### config.mk
export PLATFORM = sky130hd
export DESIGN_NAME = mem_access_unit
export DESIGN_NICKNAME = d
export VERILOG_FILES = /design/src/rtl/mem_access_unit.sv
export SDC_FILE = /design/constraint.sdc
export NUM_CORES = 1
export LEC_CHECK = 0
export ABC_CLOCK_PERIOD_IN_PS = 7950
export BUFFER_PORTS_ARGS = -buffer_cell sky130_fd_sc_hd__buf_2
export CORE_AREA = 3 3 117 96
export DETAILED_ROUTE_END_ITERATION = 8
export DIE_AREA = 0 0 120 99
export GPL_ROUTABILITY_DRIVEN = 0
export PLACE_DENSITY = 0.93
export SLEW_MARGIN = 20
export SYNTH_ARGS = -nofsm -noshare
export SYNTH_HDL_FRONTEND = slang
export SYNTH_SLANG_ARGS = --single-unit
### constraint.sdc
create_clock -name Clk -period 7.95 [get_ports Clk]
set_input_delay 0.795 -clock Clk [delete_from_list [all_inputs] [get_ports Clk]]
set_output_delay 0.795 -clock Clk [all_outputs]
set_load 0.02 [all_outputs]
### src/rtl/mem_access_unit.sv
// rtl/mem_access_unit.sv - load/store initiator between CPU datapath and byte-lane data memory
// One request in flight at a time; the pipeline stalls until the response pulse.
module mem_access_unit #(
  parameter int unsigned MEM_LAT = 1
) (
  input  logic        Clk,
  input  logic        Reset,
  input  logic        cpu_valid,
  output logic        cpu_ready,
  input  logic        cpu_wr,
  input  logic [1:0]  cpu_size,
  input  logic        cpu_signed,
  input  logic [31:0] cpu_addr,
  input  logic [31:0] cpu_wdata,
  output logic        cpu_rvalid,
  output logic [31:0] cpu_rdata,
  output logic        cpu_misalign,
  output logic        stall,
  output logic        mem_req,
  input  logic        mem_gnt,
  output logic        mem_we,
  output logic [3:0]  mem_be,
  output logic [31:0] mem_addr,
  output logic [31:0] mem_wdata,
  input  logic [31:0] mem_rdata
);

  typedef enum logic [1:0] {S_IDLE, S_REQ, S_WAIT, S_RESP} state_t;

  localparam logic [3:0] CNT_INIT = 4'(MEM_LAT - 1);

  state_t      state_q;
  logic [3:0]  cnt_q;
  logic [1:0]  off_q;
  logic [1:0]  size_q;
  logic        signed_q;
  logic        cpu_ready_q;
  logic        cpu_rvalid_q;
  logic        cpu_misalign_q;
  logic [31:0] cpu_rdata_q;
  logic        mem_req_q;
  logic        mem_we_q;
  logic [3:0]  mem_be_q;
  logic [31:0] mem_addr_q;
  logic [31:0] mem_wdata_q;

  logic        misalign_d;
  logic [3:0]  be_d;
  logic [31:0] wdata_d;
  logic [31:0] shifted_d;
  logic [31:0] rdata_d;

  // Lane steering and alignment check, evaluated on the live request at accept
  always_comb begin
    misalign_d = 1'b0;
    be_d       = 4'h0;
    wdata_d    = 32'h0;
    case (cpu_size)
      2'd0: begin
        be_d    = 4'b0001 << cpu_addr[1:0];
        wdata_d = {4{cpu_wdata[7:0]}};
      end
      2'd1: begin
        be_d       = cpu_addr[1] ? 4'b1100 : 4'b0011;
        wdata_d    = {2{cpu_wdata[15:0]}};
        misalign_d = cpu_addr[0];
      end
      2'd2: begin
        be_d       = 4'hF;
        wdata_d    = cpu_wdata;
        misalign_d = |cpu_addr[1:0];
      end
      default: misalign_d = 1'b1;
    endcase
  end

  always_comb begin
    shifted_d = mem_rdata >> {off_q, 3'b000};
    case (size_q)
      2'd0:    rdata_d = {{24{signed_q & shifted_d[7]}}, shifted_d[7:0]};
      2'd1:    rdata_d = {{16{signed_q & shifted_d[15]}}, shifted_d[15:0]};
      default: rdata_d = shifted_d;
    endcase
  end

  always_ff @(posedge Clk or posedge Reset) begin
    if (Reset) begin
      state_q        <= S_IDLE;
      cnt_q          <= 4'h0;
      off_q          <= 2'b00;
      size_q         <= 2'b00;
      signed_q       <= 1'b0;
      cpu_ready_q    <= 1'b1;
      cpu_rvalid_q   <= 1'b0;
      cpu_misalign_q <= 1'b0;
      cpu_rdata_q    <= 32'h0;
      mem_req_q      <= 1'b0;
      mem_we_q       <= 1'b0;
      mem_be_q       <= 4'h0;
      mem_addr_q     <= 32'h0;
      mem_wdata_q    <= 32'h0;
    end else begin
      cpu_rvalid_q   <= 1'b0;
      cpu_misalign_q <= 1'b0;
      case (state_q)
        S_IDLE: begin
          if (cpu_valid) begin
            off_q       <= cpu_addr[1:0];
            size_q      <= cpu_size;
            signed_q    <= cpu_signed;
            cpu_ready_q <= 1'b0;
            if (misalign_d) begin
              state_q        <= S_RESP;
              cpu_rvalid_q   <= 1'b1;
              cpu_misalign_q <= 1'b1;
              cpu_rdata_q    <= 32'h0;
            end else begin
              state_q     <= S_REQ;
              mem_req_q   <= 1'b1;
              mem_we_q    <= cpu_wr;
              mem_be_q    <= be_d;
              mem_addr_q  <= {cpu_addr[31:2], 2'b00};
              mem_wdata_q <= wdata_d;
            end
          end
        end
        S_REQ: begin
          if (mem_gnt) begin
            mem_req_q   <= 1'b0;
            mem_we_q    <= 1'b0;
            mem_be_q    <= 4'h0;
            mem_addr_q  <= 32'h0;
            mem_wdata_q <= 32'h0;
            if (mem_we_q) begin
              state_q      <= S_RESP;
              cpu_rvalid_q <= 1'b1;
            end else begin
              state_q <= S_WAIT;
              cnt_q   <= CNT_INIT;
            end
          end
        end
        S_WAIT: begin
          if (cnt_q == 4'h0) begin
            cpu_rdata_q  <= rdata_d;
            cpu_rvalid_q <= 1'b1;
            state_q      <= S_RESP;
          end else begin
            cnt_q <= cnt_q - 4'h1;
          end
        end
        S_RESP: begin
          state_q     <= S_IDLE;
          cpu_ready_q <= 1'b1;
        end
        default: begin
          state_q     <= S_IDLE;
          cpu_ready_q <= 1'b1;
        end
      endcase
    end
  end

  assign cpu_ready    = cpu_ready_q;
  assign cpu_rvalid   = cpu_rvalid_q;
  assign cpu_misalign = cpu_misalign_q;
  assign cpu_rdata    = cpu_rdata_q;
  assign stall        = cpu_valid & ~cpu_ready_q;
  assign mem_req      = mem_req_q;
  assign mem_we       = mem_we_q;
  assign mem_be       = mem_be_q;
  assign mem_addr     = mem_addr_q;
  assign mem_wdata    = mem_wdata_q;

endmodule
==> reports/metrics.yaml <==
run_status:
  outcome: "completed"
floorplanning:
  dieHeight_um: 99
  die_area_um2: 11880
  coreArea_um2: 10200
  num_rows: 33
  pin_count: 210
  initial_core_util_pct: 52.28
  die_w_um: 120
clock_network:
  post_cts_buffers: 0
  holdBufCountCts: 0
  root_buffer: "clkbuf_16"
  cts_max_level: 4
  clock_path_buffers: 2
  clkSlewWorstSetupHoldPaths_ns: 0.05
  post_cts_resized: 0
  clk_latency_ns: 0.42
  numCtsBuffers: 17
  cts_sinks: 114
  cts_tree: "yes"
yosys:
  synthMuxAreaShare_pct: 6.712
  synth_compound_area_share_pct: 26.40
  ys_seq_area_share_pct: 53.53
  synthCells: 464
  yosys_warnings: 0
  ys_types: 49
  synthFlopType: "dfrtp_1"
  synth_top_family_by_area: "compound AO/OA/AOI/OAI gates"
  synth_seq_cells: 114
  syn_avg_cell_area_um2: 11.49
  syn_area_um2: 5331
  postSynth.asyncResetShare_pct: 100.0
  synth-xor-area-share_pct: 0
  synth-edff-count: 0
  synth_simple_gate_area_share_pct: 7.322
  synthAdderAreaFrac_pct: 1.643
worst_setup_path:
  crit_chain: "mux2_2, nor2_1, o21ba_2, a2111oi_4, a221o_2"
  crit_required_ns: 8.30
  critPathLaunchType: "flop"
  critPathArrivalTime_ns: 3.13
  crit_slowest_cell: "dfrtp_1"
  cp_max_fo: 22
  reg2reg_slack_ns: 5.17
  worstSetupEndpointType: "flop"
  crit_family: "compound AO/OA/AOI/OAI gates"
  crit_type: "flop to flop"
  slowest_delay_ns: 1.03
  critPathBufInv: 0
sta:
  rsz0062_at_grt: "false"
  skew_ns: 0.01148
  fin_setup_tns_ns: 0
  tightest_slew_ns: 1.052
  finalHoldViolations: 0
  finalSetupViolCount: 0
  max_freq_ghz: 0.3600
  layout_min_cycle_time_ns: 2.778
  period_share_pct: 34.94
  relSlewSlack_pct: 29.86
  layout_setup_ws_ns: 5.172
  slew_viol_final: 0
placement:
  io_buffers: 207
  place_hpwl_um: 11350
  dp_cells: 778
  dp_slack_ns: 4.989
  placed_area_um2: 6410
grt:
  antenna_found_initial: 0
  grt.total_usage_pct: 26.87
  grt_overflow: 0
  grt_max_degree: 69
  first_global_vias: 4798
  grt_pass1_wl_um: 25050
route:
  vias: 4700
  vias_per_cell: 5.802
  drc_errors: 0
  routedWlPerCell_um: 19.37
  firstDrtPassIters: 5
  antenna_left: 0
  wirelength_um: 15690
  drt_iter0_drc: 367
hold_path:
  hp-class: "input port to asynchronous set/reset pin"
power:
  finalPower_w: 0.003087
  peakVddDrop_mv: 0.2388
  p_per_area_nw_per_um2: 439.1
  p_leak_nw: 3.629
cells_and_area:
  layout.nets: 768
  layout_common_cells: "207 x buf_2, 113 x dfrtp_1, 66 x a22o_1"
  finalInstanceArea_um2: 7030
  fill_cells: 750
  stdcell_count: 810
  drive_gt1_share_pct: 42.24
  final_common_cell: "buf_2"
  num_antenna_cells: 0
  syn_to_final_growth_pct: 31.87
job:
  drv_cap: 0
final timing paths:
kind	startpoint	end	cells after the start
max reg2reg	off_q[1]	cpu_rdata[26]	5
max	off_q[1]	cpu_rdata[26]	5
min in group Clk	mem_req	mem_req	1
max in group asynchronous	Reset	cpu_rdata[2]	3
min reg2reg	mem_req	mem_req	1
min	Reset	mem_addr[14]	2
state kept, by name, indices dropped and copies added (netlist names):
signal	flops
cpu_rdata	32
mem_wdata	32
mem_addr	30
cnt_q	4
mem_be	4
off_q	2
size_q	2
state_q	2
cpu_misalign	1
cpu_ready	1
cpu_rvalid	1
mem_req	1
mem_we	1
signed_q	1
synthesized netlist by cell type, drive strengths merged, types with 2 or more instances:
cell type  count  area [um^2]
inv           13        48.80
buf           17        106.4
o2bb2ai       11        96.34
nand2         34        130.1
nor2          15        77.57
o21ai         40        200.2
a221o         16        167.7
mux2          20        225.2
clkbuf        20        75.07
o22ai          3        18.77
ha             7        87.58
nor2b         11        68.82
or3            2        13.77
dfrtp        113         2828
o21bai         2        15.01
a21oi         29        145.1
a22o          66        578.1
nor3           6        35.03
a221oi         9        78.83
mux2i         11        110.1
where the power goes:
part	total [W]	internal (W)	leakage, nW	switching (W)
Combinational	0.00130	0.000516	1.82	0.000784
Sequential	0.00100	0.000813	1.52	0.000191
Clock	0.000783	0.000509	0.289	0.000273
per-layer routing:
metal,track usage [%],routed length [um],up-vias
met5,0,0,-
met4,8.979,259,0
met3,7.688,1493,21
met2,45.98,7769,292
met1,32.93,6164,2251
li1,-,-,2136
cell type report:
type                    instances  area [um^2]  share of cell area (%)
flip-flops and latches        114         2854                   40.59
multi-input cells             301         2278                   32.41
repair buffers                210         1059                   15.06
clock buffers                  20        456.7                   6.496
well taps                     140        175.2                   2.492
clock inverters                12        156.4                   2.225
inverters                      13        51.30                  0.7297
per-stage QoR:
step / utilization [%] / hold slack [ns]
after global placement: 62.85 / 0.4559
after floorplan: - / 0.4803
final: 68.94 / 0.4673
after CTS: 68.86 / 0.4704
after detailed placement: 62.85 / 0.4629
after global routing: 68.94 / 0.4966
logic make-up after synthesis:
group | after synthesis
flops | 114
other cells | 1
fa+ha+maj | 7
buf+inv | 50
simple gates | 75
mux | 32
compound gates | 185
worst reg2reg max path, delay by kind of cell, from the launching register on:
family,cells,cell delay [ns]
AO/OA/AOI/OAI,3,1.29
flip-flops,1,1.03
multiplexers,1,0.34
AND/OR/NAND/NOR,1,0.06
No activity file was read; power rests on OpenSTA's default activity.
